`src/rtl/rename_regfile_pkg.sv`:
```
// Shared constants for the architectural register file and rename table.
// Defines the register count, data width and default ROB id width.
package rename_regfile_pkg;
   localparam int ROB_WIDTH_BIT_DEF = 5;
   localparam int REG_NUM = 32;
   localparam int REG_IDX_W = 5;
   localparam int XLEN = 32;
   localparam logic [REG_IDX_W-1:0] REG_ZERO = '0;
endpackage

```
`src/rtl/rename_regfile_lookup.sv`:
```
// Resolves a single source operand to a ready value or a pending ROB tag.
// Priority: x0, idle register, commit bypass, ROB forward, then pending.
module reg_operand_lookup
   import rename_regfile_pkg::*;
#(
   parameter int ROB_WIDTH_BIT = ROB_WIDTH_BIT_DEF
) (
   input  logic [REG_IDX_W-1:0]     idx,
   input  logic [XLEN-1:0]          reg_val,
   input  logic                     reg_busy,
   input  logic [ROB_WIDTH_BIT-1:0] reg_tag,
   input  logic [REG_IDX_W-1:0]     commit_rd,
   input  logic [ROB_WIDTH_BIT-1:0] commit_rob_id,
   input  logic [XLEN-1:0]          commit_val,
   input  logic                     rob_ready,
   input  logic [XLEN-1:0]          rob_val,
   output logic                     dep,
   output logic [ROB_WIDTH_BIT-1:0] tag,
   output logic [XLEN-1:0]          val
);

   always_comb begin
      dep = 1'b0;
      tag = '0;
      val = '0;
      if (idx == REG_ZERO) begin
         val = '0;
      end else if (!reg_busy) begin
         val = reg_val;
      end else if (commit_rd == idx && commit_rob_id == reg_tag) begin
         val = commit_val;
      end else if (rob_ready) begin
         val = rob_val;
      end else begin
         dep = 1'b1;
         tag = reg_tag;
      end
   end

endmodule

```
`src/rtl/rename_regfile.sv`:
```
// Architectural register file with rename-tag table between decoder and ROB.
// Commit, rename and mispredict flush update state; lookups are combinational.
module rename_regfile
   import rename_regfile_pkg::*;
#(
   parameter int ROB_WIDTH_BIT = ROB_WIDTH_BIT_DEF
) (
   input  logic                     clk_in,
   input  logic                     rst_in,
   input  logic                     rdy_in,
   input  logic                     clear_in,
   input  logic [REG_IDX_W-1:0]     commit_rd,
   input  logic [XLEN-1:0]          commit_val,
   input  logic [ROB_WIDTH_BIT-1:0] commit_rob_id,
   input  logic [REG_IDX_W-1:0]     new_rd,
   input  logic [ROB_WIDTH_BIT-1:0] new_rob_id,
   input  logic [REG_IDX_W-1:0]     rs1_idx,
   input  logic [REG_IDX_W-1:0]     rs2_idx,
   output logic [ROB_WIDTH_BIT-1:0] rob_q1_id,
   output logic [ROB_WIDTH_BIT-1:0] rob_q2_id,
   input  logic                     rob_q1_ready,
   input  logic                     rob_q2_ready,
   input  logic [XLEN-1:0]          rob_q1_val,
   input  logic [XLEN-1:0]          rob_q2_val,
   output logic                     rs1_dep,
   output logic                     rs2_dep,
   output logic [ROB_WIDTH_BIT-1:0] rs1_tag,
   output logic [ROB_WIDTH_BIT-1:0] rs2_tag,
   output logic [XLEN-1:0]          rs1_val,
   output logic [XLEN-1:0]          rs2_val
);

   logic [XLEN-1:0]          value_q [REG_NUM];
   logic [ROB_WIDTH_BIT-1:0] tag_q   [REG_NUM];
   logic [REG_NUM-1:0]       busy_q;

   logic commit_en;
   logic commit_hit;
   logic rename_en;

   assign commit_en  = (commit_rd != REG_ZERO);
   assign commit_hit = commit_en
                    && (tag_q[commit_rd] == commit_rob_id)
                    && (new_rd != commit_rd);
   assign rename_en  = (new_rd != REG_ZERO);

   assign rob_q1_id = tag_q[rs1_idx];
   assign rob_q2_id = tag_q[rs2_idx];

   // Later assignments win: flush beats rename, rename beats commit clear.
   always_ff @(posedge clk_in or negedge rst_in) begin
      if (!rst_in) begin
         busy_q <= '0;
         for (int r = 0; r < REG_NUM; r++) begin
            value_q[r] <= '0;
            tag_q[r]   <= '0;
         end
      end else if (rdy_in) begin
         if (commit_en) begin
            value_q[commit_rd] <= commit_val;
         end
         if (commit_hit) begin
            busy_q[commit_rd] <= 1'b0;
         end
         if (clear_in) begin
            busy_q <= '0;
            for (int r = 0; r < REG_NUM; r++) begin
               tag_q[r] <= '0;
            end
         end else if (rename_en) begin
            busy_q[new_rd] <= 1'b1;
            tag_q[new_rd]  <= new_rob_id;
         end
      end
   end

   reg_operand_lookup #(
      .ROB_WIDTH_BIT(ROB_WIDTH_BIT)
   ) u_rs1 (
      .idx           (rs1_idx),
      .reg_val       (value_q[rs1_idx]),
      .reg_busy      (busy_q[rs1_idx]),
      .reg_tag       (tag_q[rs1_idx]),
      .commit_rd     (commit_rd),
      .commit_rob_id (commit_rob_id),
      .commit_val    (commit_val),
      .rob_ready     (rob_q1_ready),
      .rob_val       (rob_q1_val),
      .dep           (rs1_dep),
      .tag           (rs1_tag),
      .val           (rs1_val)
   );

   reg_operand_lookup #(
      .ROB_WIDTH_BIT(ROB_WIDTH_BIT)
   ) u_rs2 (
      .idx           (rs2_idx),
      .reg_val       (value_q[rs2_idx]),
      .reg_busy      (busy_q[rs2_idx]),
      .reg_tag       (tag_q[rs2_idx]),
      .commit_rd     (commit_rd),
      .commit_rob_id (commit_rob_id),
      .commit_val    (commit_val),
      .rob_ready     (rob_q2_ready),
      .rob_val       (rob_q2_val),
      .dep           (rs2_dep),
      .tag           (rs2_tag),
      .val           (rs2_val)
   );

endmodule

```
`config.mk`:
```
export PLATFORM = sky130hd
export DESIGN_NAME = rename_regfile
export DESIGN_NICKNAME = d
export VERILOG_FILES = /design/src/rtl/rename_regfile_pkg.sv /design/src/rtl/rename_regfile_lookup.sv /design/src/rtl/rename_regfile.sv
export SDC_FILE = /design/constraint.sdc
export NUM_CORES = 2
export LEC_CHECK = 0
export BUFFER_PORTS_ARGS = -buffer_cell sky130_fd_sc_hd__buf_2
export CORE_UTILIZATION = 35
export DETAILED_ROUTE_END_ITERATION = 8
export GPL_ROUTABILITY_DRIVEN = 0
export HOLD_SLACK_MARGIN = 0.05
export PLACE_DENSITY = 0.57
export SKIP_LAST_GASP = 1
export SLEW_MARGIN = 30
export SYNTH_ARGS = -nofsm -noshare
export SYNTH_HDL_FRONTEND = slang
export SYNTH_HIERARCHICAL = 1
export SYNTH_SLANG_ARGS = --single-unit
```
`constraint.sdc`:
```
create_clock -name clk_in -period 4.7 [get_ports clk_in]
set_clock_uncertainty 0.05 [all_clocks]
set_input_delay 0.47 -clock clk_in [delete_from_list [all_inputs] [get_ports clk_in]]
set_output_delay 0.47 -clock clk_in [all_outputs]
set_load 0.1 [all_outputs]
```
==> flow_summary.toml <==
[sta]
setup_violations = 0
fin_crit_ns = 4.65
rsz0062_at_grt = "yes"
tightest_slew_ns = 1.01
hold_viol = 0
drv_slew = 0
finalCritPeriodShare_pct = 98.9
clock.fmax_ghz = 0.215
max_slew_margin_pct = 32.8

[floorplanning]
rows = 162
core_mm2 = 0.195
ios = 218
start_util_pct = 35.2
fp.dieArea_mm2 = 0.198
die_w_um = 445
die_h_um = 445

[outcome]
outcome = "completed"

[power_and_ir_drop]
power.share.clock_pct = 33.3
ir_worst_vdd_mv = 0.407
p_int_uw = 22800
seq_power_share_pct = 40.9
power.total_uw = 32600
p_sw_uw = 9830
swShare_pct = 30.2
power_leakage_uw = 0.0326
p_per_area_mw_per_mm2 = 409
combPwrFrac_pct = 25.8

[worst_setup_path]
reg2reg_slack_ns = 2.00
worstPathRequired_ns = 4.18
path_buf_inv = 2
critPathKind = "reg2out"
cp_common_cell = "mux4_2"
path_max_fanout = 32
critPathLaunchType = "flip-flop"
crit_path_max_incr_delay_ns = 0.52
critPathTopFamily = "multiplexers"
crit_path_top_delay_cell = "mux4_2"
critPathArrivalTime_ns = 4.13
path_cells = "mux4_2, mux4_2, mux2_4, xnor2_2, and4_2, buf_12, nand4_1, a31oi_4, buf_4"
endpoint_kind = "primary output"

[global_route]
grt_overflow = 0
grt_antenna_before_repair = 19
grt_pass1_wl_um = 339000
use_met3_pct = 3.56
gr-usage-met2_pct = 40.0
grt_max_degree = 155
use_met1_pct = 29.6
grt_pass1_vias = 46800
grt.busiest_layer = "met2"
grt_util_all_layers_pct = 23.5

[finish]
final_cell_mix = "dfrtp_1 (1216), mux2_2 (1058), mux4_2 (760), o21ai_0 (219), buf_4 (184)"
drive_gt1_share_pct = 56.5
fin_cells = 7365
area_growth_syn_to_layout_pct = 16.1
nNetsFinal = 4766
multiInputGateArea_mm2 = 0.0373
fill_cells = 17700
layout.cells.most_common = "dfrtp_1"
regArea_mm2 = 0.0304

[detailed_routing]
dr.pass1.iters = 7
ant_nets = 0
viasPerCell = 6.10
drtIter0Drc = 3681
drt-total-wl_um = 232000
route.detailed.drc = 0
vias = 44900
avgRoutedWirePerCell_um = 31.5

[logic_synthesis]
async_flop_share_pct = 100
synth_ff_type = "dfrtp_1"
synth.yosys.seq_area_share_pct = 44.3
synth_edf_count = 0
synth_nets = 4747
synthCells = 4615
synth_compound_area_share_pct = 4.17
yosys.area_share.simple_pct = 3.74
ys_ff_latch = 1216
yosys-mux-area-fraction_pct = 43.6
synth_xor_area_share_pct = 0.485
ys_types = 56
netlist_top_cells_area = "dfrtp_1 (44%), mux4_2 (25%), mux2_2 (18%), clkbuf_1 (1.9%), o21ai_0 (1.6%)"
synth_warnings = 6
yosys.area.top_type_share_pct = 44.3
synthAdderAreaFrac_pct = 0
synth_area_leader_cell = "dfrtp_1"
syn-cell-area_mm2 = 0.0686
avgSynthCellArea_um2 = 14.9
synth_top_family_by_area = "multiplexers"

[min_path]
hold_path_class = "in2async"

[clock_network]
clock-root-buffer = "clkbuf_16"
cts_buffer_depth = 3
worstSkewPairLatency_ns = 0.78
cts_tree = "yes"
cts_sinks = 1216
cts_max_level = 4
clk_pin_slew_ns = 0.06
numCtsBuffers = 136

[placement]
port_buffers = 217
dp_hpwl_um = 141000
place_inst = 7117

[run]
cap_violations = 0
[path summary, 6_finish.rpt]
path                            cells past startpoint                     start                  endpoint
worst max-delay path                                9     tag_q[65]$_DFFE_PN0P_               rs1_val[20]
worst min-delay path                                2                    rst_in  value_q[905]$_DFFE_PN0P_
worst max register to register                      8     tag_q[90]$_DFFE_PN0P_    busy_q[27]$_DFFE_PN0P_
worst min register to register                      0  value_q[995]$_DFFE_PN0P_  value_q[995]$_DFFE_PN0P_
max in group asynchronous                           4                    rst_in  value_q[816]$_DFFE_PN0P_
min in group clk_in                                 4                 new_rd[0]     busy_q[4]$_DFFE_PN0P_
[power by group through the flow]
stage	logic (uW)	clock network (uW)	registers, uW
floorplan	6150	0	13100
CTS	8420	11000	13300
global route	8800	11500	13600
detailed placement	8310	0	13500
global placement	8210	0	13300
finish	8420	10800	13300
[logic make-up (layout without fill, tap and decap cells)]
| logic type | count (synthesis) | count (layout) |
|---|---|---|
| muxes | 1908 | 1908 |
| DFF | 1216 | 1216 |
| buffers and inverters | 558 | 678 |
| AOI/OAI and AO/OA | 460 | 460 |
| and+or+nand+nor | 444 | 444 |
| xor gates and xnor gates | 29 | 29 |
| other | 0 | 6 |
[through the flow]
step	instance area, um2	util (%)	TNS (ns)	setup WS, ns	hold slack [ns]
after global routing	79700	40.9	-0.0343	-0.0252	0.203
after global placement	74700	38.3	0	0.103	0.326
after CTS	79500	40.8	-0.0576	-0.0459	0.141
final	79700	40.9	0	0.0523	0.206
after detailed placement	74700	38.3	0	0.0570	0.333
after floorplan	69700	-	-1.86	-0.252	0.124
[area by class of cell]
cell class	count	area share, %
timing repair buffer	433	5.21
clock buffer	194	5.11
inverter	6	0.0283
clock inverter	45	0.540
sequential	1216	38.2
antenna	6	0.0188
multi-input combinational	2841	46.8
tap	2624	4.12
[synthesized netlist by cell type (all sizes together), types with 2 or more instances]
master   number
a31oi        68
a22oi        19
and2         10
buf         204
mux2i        80
nor4b         7
nand2        69
nand4bb       4
nor3b        19
nand2b        5
o21ai       220
or4bb         2
mux4        760
xnor2        20
o22ai        40
nor3         13
a21oi        35
or2           2
nor2         30
nor4         17
a2111oi      13
nand4        70
nand4b        6
nand3b        7
xor2          9
and3b         2
mux2       1068
inv           6
dfrtp      1216
and4          4
nand3       164
or4b          4
and3          5
nor2b         2
clkbuf      348
o311ai       64
[state kept, by name, indices dropped and copies added (netlist names)]
| signal | cells |
|---|---|
| value_q | 1024 |
| busy_q | 32 |
| tag_q | 160 |
[what timing repair did]
| action | CTS | global route |
|---|---|---|
| pin swaps | 1 | 1 |
| gates resized for setup | 73 | 22 |
| buffers inserted | 1 | 0 |
| endpoints found under the setup margin | 62 | 26 |
| endpoints found under the hold margin | 71 | 0 |
| hold buffers | 1 | 0 |
[layer usage]
metal | vias to the layer above | wire [um] | share of wire [%]
li1 | 18300 | - | -
met1 | 24500 | 91900 | 40
met2 | 1554 | 118000 | 51
met3 | 489 | 11900 | 5.1
met4 | 20 | 10500 | 4.5
met5 | - | 132 | 0.057
Power figures use the tool's default switching activity.
